--- src/rtl/apb_pkg.sv ---
// -----------------------------------------------------------------------------
// apb_pkg
//   Shared types for the APB3 requester bridge:
//     apb_state_e : transfer phase (IDLE -> SETUP -> ACCESS)
//     apb_rsp_t   : response payload held until the consumer takes it
//     ctr_width() : width of a counter that must hold 0..TIMEOUT
// -----------------------------------------------------------------------------
package apb_pkg;

  // Response payload width. The bridge's DATA_W defaults to this value.
  // The two must stay equal.
  localparam int APB_DATA_W = 32;

  typedef enum logic [1:0] {
    IDLE   = 2'd0,
    SETUP  = 2'd1,
    ACCESS = 2'd2
  } apb_state_e;

  typedef struct packed {
    logic [APB_DATA_W-1:0] rdata;
    logic                  err;
    logic                  timeout;
  } apb_rsp_t;

  // A width of zero is not legal, so a disabled timeout (0) still gets one bit.
  function automatic int ctr_width(input int timeout);
    return (timeout < 1) ? 1 : $clog2(timeout + 1);
  endfunction

endpackage

--- src/rtl/apb_timeout_ctr.sv ---
// -----------------------------------------------------------------------------
// apb_timeout_ctr
//   Counts ACCESS cycles spent with PREADY low. It flags the cycle in which the
//   TIMEOUT-th such cycle is being counted. TIMEOUT = 0 disables the flag.
//   Ports:
//     clk, rst_n : clock and asynchronous active-low reset
//     clear      : zero the count (start of a new transfer)
//     inc        : one more wait cycle observed this cycle
//     expired    : this wait cycle is the last one allowed; abort now
// -----------------------------------------------------------------------------
module apb_timeout_ctr
  import apb_pkg::*;
#(
  parameter int TIMEOUT = 16
) (
  input  logic clk,
  input  logic rst_n,
  input  logic clear,
  input  logic inc,
  output logic expired
);

  localparam int                CNT_W   = ctr_width(TIMEOUT);
  localparam logic [CNT_W-1:0]  CNT_MAX = '1;
  localparam logic [CNT_W-1:0]  CNT_LAST = CNT_W'((TIMEOUT == 0) ? 0 : TIMEOUT - 1);

  logic [CNT_W-1:0] r_count;

  // NOTE: state held across clock edges is written with non-blocking (<=)
  // assignments, so every flop samples values from before the edge.
  always_ff @(posedge clk or negedge rst_n) begin
    if (!rst_n) begin
      r_count <= '0;
    end else if (clear) begin
      r_count <= '0;
    end else if (inc && (r_count != CNT_MAX)) begin
      // Saturates rather than wrapping, so a stale count can never re-arm.
      r_count <= r_count + 1'b1;
    end
  end

  assign expired = (TIMEOUT != 0) && inc && (r_count == CNT_LAST);

endmodule

--- src/rtl/apb_master_bridge.sv ---
// -----------------------------------------------------------------------------
// apb_master_bridge
//   APB3 requester. It accepts one read or write command at a time on a
//   valid/ready port. For each command it runs one IDLE->SETUP->ACCESS
//   transfer. It returns read data and status on a one-entry valid/ready
//   response port. A slave that holds PREADY low for TIMEOUT ACCESS cycles
//   causes the transfer to abort with a timeout error.
//   Ports:
//     PCLK, RESETn              : clock, asynchronous active-low reset
//     cmd_valid/ready/write/addr/wdata : command port
//     rsp_valid/ready/rdata/err/timeout : response port
//                                 (rdata = 0 for writes and timeouts)
//     busy                      : a transfer is in progress
//     PSLEx, PENABLE, PWRITE,
//     PADDAR, PWDATA            : APB request outputs
//     PRDATA, PREADY, PSLVERR   : APB completion inputs, used only in ACCESS
//   Throughput: one transfer every 3 cycles, with zero-wait slaves.
// -----------------------------------------------------------------------------
module apb_master_bridge
  import apb_pkg::*;
#(
  parameter int ADDR_W  = 8,
  parameter int DATA_W  = APB_DATA_W,
  parameter int TIMEOUT = 16
) (
  input  logic              PCLK,
  input  logic              RESETn,
  input  logic              cmd_valid,
  output logic              cmd_ready,
  input  logic              cmd_write,
  input  logic [ADDR_W-1:0] cmd_addr,
  input  logic [DATA_W-1:0] cmd_wdata,
  output logic              rsp_valid,
  input  logic              rsp_ready,
  output logic [DATA_W-1:0] rsp_rdata,
  output logic              rsp_err,
  output logic              rsp_timeout,
  output logic              busy,
  output logic              PSLEx,
  output logic              PENABLE,
  output logic              PWRITE,
  output logic [ADDR_W-1:0] PADDAR,
  output logic [DATA_W-1:0] PWDATA,
  input  logic [DATA_W-1:0] PRDATA,
  input  logic              PREADY,
  input  logic              PSLVERR
);

  apb_state_e        r_state;
  apb_state_e        w_state_next;
  logic              r_run;
  logic              r_pwrite;
  logic [ADDR_W-1:0] r_paddr;
  logic [DATA_W-1:0] r_pwdata;
  logic              r_rsp_valid;
  apb_rsp_t          r_rsp;
  apb_rsp_t          w_rsp;
  logic              w_rsp_load;
  logic              w_accept;
  logic              w_ctr_inc;
  logic              w_expired;

  // r_run is held low by reset and goes high on the first edge after reset
  // is released. This keeps cmd_ready at 0 while reset is asserted, even
  // though the FSM itself is in IDLE.
  // A new command can be taken only when the response slot is empty or is
  // being emptied in this cycle. As a result, an unconsumed response is
  // never overwritten.
  assign cmd_ready = r_run && (r_state == IDLE) && (!r_rsp_valid || rsp_ready);
  assign w_accept  = cmd_valid && cmd_ready;
  assign w_ctr_inc = (r_state == ACCESS) && !PREADY;
  assign busy      = (r_state != IDLE);

  apb_timeout_ctr #(
    .TIMEOUT (TIMEOUT)
  ) u_timeout_ctr (
    .clk     (PCLK),
    .rst_n   (RESETn),
    .clear   (w_accept),
    .inc     (w_ctr_inc),
    .expired (w_expired)
  );

  always_ff @(posedge PCLK or negedge RESETn) begin
    if (!RESETn) begin
      r_state <= IDLE;
      r_run   <= 1'b0;
    end else begin
      r_state <= w_state_next;
      r_run   <= 1'b1;
    end
  end

  // NOTE: every signal written here gets a default before the case
  // statement. Without those defaults, a path that skips an assignment would
  // infer a latch.
  always_comb begin
    w_state_next = r_state;
    w_rsp_load   = 1'b0;
    w_rsp        = '0;
    PSLEx        = 1'b0;
    PENABLE      = 1'b0;
    case (r_state)
      IDLE: begin
        if (w_accept) w_state_next = SETUP;
      end
      SETUP: begin
        PSLEx        = 1'b1;
        w_state_next = ACCESS;
      end
      ACCESS: begin
        PSLEx   = 1'b1;
        PENABLE = 1'b1;
        if (PREADY) begin
          w_rsp_load   = 1'b1;
          w_rsp.rdata  = r_pwrite ? '0 : PRDATA;
          w_rsp.err    = PSLVERR;
          w_state_next = IDLE;
        end else if (w_expired) begin
          w_rsp_load    = 1'b1;
          w_rsp.err     = 1'b1;
          w_rsp.timeout = 1'b1;
          w_state_next  = IDLE;
        end
      end
      default: w_state_next = IDLE;
    endcase
  end

  // The request fields load only when a command is accepted. They therefore
  // stay stable for the whole transfer, and they hold their last value in IDLE.
  always_ff @(posedge PCLK or negedge RESETn) begin
    if (!RESETn) begin
      r_pwrite <= 1'b0;
      r_paddr  <= '0;
      r_pwdata <= '0;
    end else if (w_accept) begin
      r_pwrite <= cmd_write;
      r_paddr  <= cmd_addr;
      r_pwdata <= cmd_wdata;
    end
  end

  // If a new response loads in the same cycle that the old one is consumed,
  // the load takes priority.
  always_ff @(posedge PCLK or negedge RESETn) begin
    if (!RESETn) begin
      r_rsp_valid <= 1'b0;
      r_rsp       <= '0;
    end else if (w_rsp_load) begin
      r_rsp_valid <= 1'b1;
      r_rsp       <= w_rsp;
    end else if (r_rsp_valid && rsp_ready) begin
      r_rsp_valid <= 1'b0;
      r_rsp       <= '0;
    end
  end

  assign PWRITE      = r_pwrite;
  assign PADDAR      = r_paddr;
  assign PWDATA      = r_pwdata;
  assign rsp_valid   = r_rsp_valid;
  assign rsp_rdata   = r_rsp.rdata;
  assign rsp_err     = r_rsp.err;
  assign rsp_timeout = r_rsp.timeout;

endmodule

--- config.mk ---
export PLATFORM = sky130hd
export DESIGN_NAME = apb_master_bridge
export DESIGN_NICKNAME = d
export VERILOG_FILES = /design/src/rtl/apb_pkg.sv /design/src/rtl/apb_timeout_ctr.sv /design/src/rtl/apb_master_bridge.sv
export SDC_FILE = /design/constraint.sdc
export NUM_CORES = 1
export LEC_CHECK = 0
export CORE_MARGIN = 4
export CORE_UTILIZATION = 41
export DETAILED_ROUTE_END_ITERATION = 10
export PLACE_DENSITY_LB_ADDON = 0.12
export SLEW_MARGIN = 10
export SYNTH_ARGS = -nofsm -noshare
export SYNTH_HDL_FRONTEND = slang
export SYNTH_SLANG_ARGS = --single-unit
export TNS_END_PERCENT = 50
--- constraint.sdc ---
create_clock -name PCLK -period 2.4 [get_ports PCLK]
set_input_delay 0.36 -clock PCLK [delete_from_list [all_inputs] [get_ports PCLK]]
set_output_delay 0.36 -clock PCLK [all_outputs]
set_load 0.02 [all_outputs]
# Word level (Yosys, flattened, before mapping)
# Index checks and enable logic that the tools add are counted.
# classes
addsub	1
n_eq_ne	6
mux	21
reduce_logical	16
# ops
operator	n
2-to-1 mux 34 bit	3
2-to-1 mux 32 bit	2
2-to-1 mux 5 bit	2
2-to-1 mux 1 bit	9
2-to-1 mux 2 bit	4
logical AND 1 bit	7
one-hot mux 2 bit (3 select lines)	1
nonzero test 2 bit	3
adder 5 x 1 -> 5 bit, second input constant	1
== test 5 x 4 -> 1 bit, second input constant	1
inequality test 5 bit, second input constant	1
inequality test 3 x 2 -> 1 bit, second input constant	1
== test 2 x 1 -> 1 bit, second input constant	1
== test 2 bit, second input constant	1
zero test 1 bit	2
zero test 2 bit	1
inequality test 2 x 1 -> 1 bit, second input constant	1
AND reduction 2 bit	1
OR reduction 2 bit	1
logical OR 1 bit	1
# word_totals
regBits	84
input_bits	79
wordCells	54

# Longest topological paths before layout
# Gate-level depths: netlist of run 1.
# logic_depth
word_depth	7
depth_mapped	7
depth_no_buf	7

# Modules after synthesis
# A second synthesis of run 1 with hierarchy kept.
# unflattened
hier_cells	222
area_unflattened_um2	3454.6
# by_module_without_submodules
module	instances	cells_per_inst	area_per_inst_um2	seq_area_each_um2
apb_master_bridge	1	197	3174.3	1976.9
apb_timeout_ctr	1	25	280.3	125.1

# Worst setup path after synthesis of run 1
# Ideal clock, no wire load.
# synth_timing
path_kind	reg-to-reg
start	register u_timeout_ctr.r_count[0]
end	register r_rsp (netlist bit rsp_rdata[10])
setup_time_ps	66
arrival_time_ps	1737
required_time_ps	2334
slack_ps	597
stages_incl_launch_ff	8
n_path_buf	1
synth_period_minus_slack_ps	1803
path_cell_list	dfrtp_1 -> ha_1 -> and3_1 -> ha_1 -> o21ai_0 -> a21boi_2 -> buf_2 -> a22o_1
# synth_between
elab_chain_len	6
word_cells_on_any_way	7
# synth_lines
item	line_no	text
start: declaration	apb_timeout_ctr.sv:27	logic [CNT_W-1:0] r_count;
start signal: assignment	apb_timeout_ctr.sv:38	r_count <= r_count + 1'b1;
== test 5 x 4 -> 1 bit (*)	apb_timeout_ctr.sv:42	assign expired = (TIMEOUT != 0) && inc && (r_count == CNT_LAST);
logical AND 1 bit (*)	apb_timeout_ctr.sv:42	
2-to-1 mux 1 bit (*)	apb_master_bridge.sv:119	end else if (w_expired) begin
2-to-1 mux 1 bit (*)	apb_master_bridge.sv:114	if (PREADY) begin
2-to-1 mux 1 bit (*)	apb_master_bridge.sv:103	case (r_state)
2-to-1 mux 34 bit / nonzero test 2 bit (equally long branches)	-	
end signal: assignment	apb_master_bridge.sv:152	r_rsp <= w_rsp;
end: declaration	apb_master_bridge.sv:56	apb_rsp_t r_rsp;
# Every way passes the cells marked *; elsewhere a longest branch is shown, timed or not.
# A chain may end at the register's enable or synchronous reset.

# Final worst setup path of run 1
# layout_timing
start	register r_state[1]
end	output cmd_ready
# layout_between
elab_chain_len	3
# layout_lines
item	line_no	text
start: declaration	apb_master_bridge.sv:49	apb_state_e r_state;
start signal: assignment	apb_master_bridge.sv:89	r_state <= w_state_next;
zero test 2 bit	apb_master_bridge.sv:69	assign cmd_ready = r_run && (r_state == IDLE) && (!r_rsp_valid || rsp_ready);
logical AND 1 bit (2 in a row)	apb_master_bridge.sv:69	
end: declaration	apb_master_bridge.sv:29	output logic cmd_ready,
# Every way passes these cells.

==> results.rst, run 1 <==
.. list-table::
   :header-rows: 1

   * - Metric
     - Value
   * - Count of warnings emitted by yosys
     - 0
   * - Multi-input gate area in the final layout
     - 1190 sq um
   * - Post-DRT Antenna Nets
     - 0
   * - Instance count of the mapped netlist
     - between 200 and 250
   * - Setup crit end kind
     - output port
   * - Fraction of layout instances using a drive strength above 1
     - 0.189
   * - Met3 Usage GRT
     - 0.0491
   * - Sequential Area
     - 2100 sq um
   * - Synth async-reset ratio
     - 1.00
   * - Cts-stage hold buffer count
     - 0
   * - Clock latency reported for the late side of the worst-skew pair
     - 0.34 ns
   * - Most common cell after layout, fill and taps aside
     - sky130_fd_sc_hd__clkdlybuf4s50_1
   * - Switching share of power
     - 0.348
   * - DPL Wire Length
     - 5910 um
   * - Number of placement rows
     - 33
   * - Maximum buffer depth of the clock tree
     - 2
   * - Post-CTS setup buffer count
     - 0
   * - Critical Setup Path Class
     - flip-flop to output port
   * - Status
     - finished clean
   * - Total vias in the final route
     - 2324
   * - Average wire per cell in the routed design
     - 17.0 um
   * - Antenna violations before repair
     - 0
   * - Number of storage elements in the synthesis netlist
     - 84
   * - Cell taking the most area after synthesis
     - sky130_fd_sc_hd__dfrtp_1
   * - Power density relative to cell area
     - between 1000 and 1500 nW/um^2
   * - Setup_tns
     - 0 ns
   * - Peak clock frequency supported by timing
     - 0.441 GHz
   * - Worst Setup Start Kind
     - flip-flop
   * - Global-route usage over all layers
     - 0.170
   * - Worst min path class
     - input port to async pin
   * - Number of placed I/O pins
     - 159
   * - Cell area after synthesis
     - 3430 sq um
   * - First-pass GRT wire length
     - 13200 um
   * - Proportion of netlist area held by the largest area contributor
     - 0.613
   * - Clock tree from TritonCTS
     - done
   * - Met2 usage in global routing
     - 0.280
   * - Number of enable-type register cells in the synthesized netlist
     - 0
   * - Number of iterations in the first detailed-routing pass
     - 4
   * - Fillers
     - around 610
   * - Resize count post-CTS
     - 0
   * - Leakage power
     - 0.00237 uW
   * - Global-route congestion overflow total
     - 0
   * - Data required, critical path
     - 2.04 ns
   * - Number of global-route vias before repair
     - between 2k and 2.5k
   * - Die outline height
     - 99.4 um
   * - Initial standard-cell utilization of the core
     - 0.419
   * - CP arrival
     - approximately 1.9 ns
   * - Post-route fraction of the period consumed by the critical path
     - 0.945
   * - Mapped Nets
     - 298
   * - Worst setup startpoint
     - r_state[1]
   * - Die width
     - 99.4 um
   * - CP Max Fanout
     - 3
   * - Seq pwr share
     - 0.343
   * - GR peak layer
     - met2
   * - Number of DRC violations after detailed routing
     - 0
   * - Final hold vios
     - 0
   * - Total length of routed wires
     - around 8300 um
   * - Gp weighted congestion
     - 0.695
   * - Max-cap check violation count
     - 0
   * - Clock slew at the register clock pins of the worst setup and hold paths
     - 0.09 ns
   * - Slew Limit Fails
     - 0
   * - Most used cells in the layout excluding fill and tap cells
     - 157 x sky130_fd_sc_hd__clkdlybuf4s50_1, 84 x sky130_fd_sc_hd__dfrtp_1, 35 x sky130_fd_sc_hd__mux2_4
   * - Part of the Yosys area used for sequential elements
     - 0.613
   * - Ant. Diodes
     - 0
   * - Worst IR Drop VDD
     - 0.645 mV
   * - Avg Synthesized Cell Area
     - 16.2 sq um
   * - Via density per instance
     - 4.78
   * - Full die area
     - 9890 sq um
   * - Final critical-path required period
     - 2.27 ns
   * - Core Footprint
     - 8180 sq um
   * - Final clock skew
     - 0.0134 ns
   * - Switching pwr
     - around 2500 uW
   * - 1st-iter DRT viols
     - 64
   * - Post-layout net count
     - 462
   * - Largest net degree at the start of global routing
     - 47
   * - Number of H-tree branching levels
     - 3
   * - Relative slew margins
     - 0.605
   * - Combinational cell fraction of total power
     - 0.507
   * - Number of buffers created by CTS
     - 9
   * - Final setup violation count
     - 0
   * - Min Hold Slack
     - 0.00628 ns
   * - Port Buffer Count
     - 158
   * - Portion of total power attributed to the clock network
     - 0.150
   * - Clock Root Buffer
     - sky130_fd_sc_hd__clkbuf_8
   * - Setup repair after global routing missed its margin
     - no
   * - Internal power component
     - 4600 uW
   * - Worst-Margin Slew
     - 0.593 ns
   * - Leading cell types by total area after synthesis
     - sky130_fd_sc_hd__dfrtp_1 61%, sky130_fd_sc_hd__mux2_4 15%, sky130_fd_sc_hd__a22o_1 8.4%
   * - Startpoint of the worst register-to-register path
     - u_timeout_ctr.r_count[0]
   * - Main flop type after synthesis
     - sky130_fd_sc_hd__dfrtp_1
   * - Global Route met1 Usage
     - 0.223
   * - Number of unique standard cell types used by synthesis
     - 26
   * - Syn-to-layout area delta
     - 55.4%
   * - Clock sink total
     - 84
==> worst max-delay path, cell delays in order (launching register included) <==
cell,delay [ns]
sky130_fd_sc_hd__dfrtp_1,0.40
sky130_fd_sc_hd__inv_1,0.10
sky130_fd_sc_hd__ha_1,0.23
sky130_fd_sc_hd__and3_4,0.21
sky130_fd_sc_hd__clkdlybuf4s50_1,0.62
==> synthesized netlist by cell type (2+ instances only) <==
| library cell | number |
|---|---|
| sky130_fd_sc_hd__a32o_1 | 2 |
| sky130_fd_sc_hd__a22o_1 | 33 |
| sky130_fd_sc_hd__o21ai_0 | 2 |
| sky130_fd_sc_hd__inv_1 | 6 |
| sky130_fd_sc_hd__nor2_1 | 6 |
| sky130_fd_sc_hd__mux2_4 | 35 |
| sky130_fd_sc_hd__nand2_1 | 4 |
| sky130_fd_sc_hd__dfrtp_1 | 84 |
| sky130_fd_sc_hd__buf_2 | 3 |
| sky130_fd_sc_hd__mux2_2 | 9 |
| sky130_fd_sc_hd__ha_1 | 7 |
| sky130_fd_sc_hd__buf_12 | 4 |
| sky130_fd_sc_hd__xor2_1 | 2 |
| sky130_fd_sc_hd__clkbuf_1 | 3 |
==> logic make-up after synthesis <==
group                      Yosys count  synth area share
adders and majority gates            7            0.0255
buffers and inverters               17            0.0409
other                                1           0.00109
muxes                               45             0.186
and+or+nand+nor                     17            0.0296
AOI/OAI and AO/OA                   38            0.0964
xor gates and xnor gates             3           0.00767
DFF                                 84             0.613
==> path summary, 6_finish.rpt <==
| kind | endpoint | slack (ns) | cells after the start |
|---|---|---|---|
| max | cmd_ready | 0.13 | 4 |
| min | PWDATA[26] | 0.006 | 1 |
| max reg2reg | rsp_rdata[23] | 0.48 | 7 |
| min reg2reg | rsp_timeout | 0.50 | 1 |
| max in group asynchronous | PADDAR[3] | 1.78 | 2 |
| min in group PCLK | rsp_timeout | 0.50 | 1 |
==> metrics by stage <==
step                 util  power [uW]  setup slack (ns)  std cells  area, sq um
finish              0.652        7050             0.133        486         5330
CTS                 0.652        7150            0.0977        486         5330
detailed placement  0.626        6050             0.226        470         5120
global route        0.652        7430           0.00388        486         5330
global placement    0.626        5980             0.235        470         5120
floorplan               -        4350             0.597        212         3430
==> layout make-up <==
type / instances / area share
multi-input cells: 111 / 0.223
clock buffers: 12 / 0.0291
clock inverters: 4 / 0.0103
well taps: 105 / 0.0247
inverters: 6 / 0.00423
repair buffers: 164 / 0.314
flip-flops and latches: 84 / 0.394
==> layer usage <==
metal	wire length, um	part of all wire
met5	0	0
met4	68	0.0082
met3	467	0.057
met2	4090	0.50
met1	3630	0.44
==> state kept, by name, summed over array words and instances (netlist names) <==
register               cells
r_run                      1
PADDAR                     8
rsp_rdata                 32
PWDATA                    32
PWRITE                     1
rsp_err                    1
rsp_timeout                1
r_state                    2
u_timeout_ctr.r_count      5
rsp_valid                  1
==> power by group through the flow <==
stage               registers [uW]  logic (uW)  clock network [uW]
global route                  2510        3760                1160
finish                        2420        3570                1060
global placement              2410        3570                   0
floorplan                     3160        1190                   0
CTS                           2430        3630                1090
detailed placement            2440        3610                   0
(Power assumes the default switching activity.)
==> inputs of run 2 (changes only) <==
--- a/config.mk
+++ b/config.mk
@@ -7,6 +7,7 @@
 export LEC_CHECK = 0
 export CORE_MARGIN = 4
 export CORE_UTILIZATION = 41
+export CTS_CLUSTER_SIZE = 25
 export DETAILED_ROUTE_END_ITERATION = 10
 export PLACE_DENSITY_LB_ADDON = 0.12
 export SLEW_MARGIN = 10
==> results of run 2 <==
The final DEF is identical to that of run 1; final timing and power are the same.
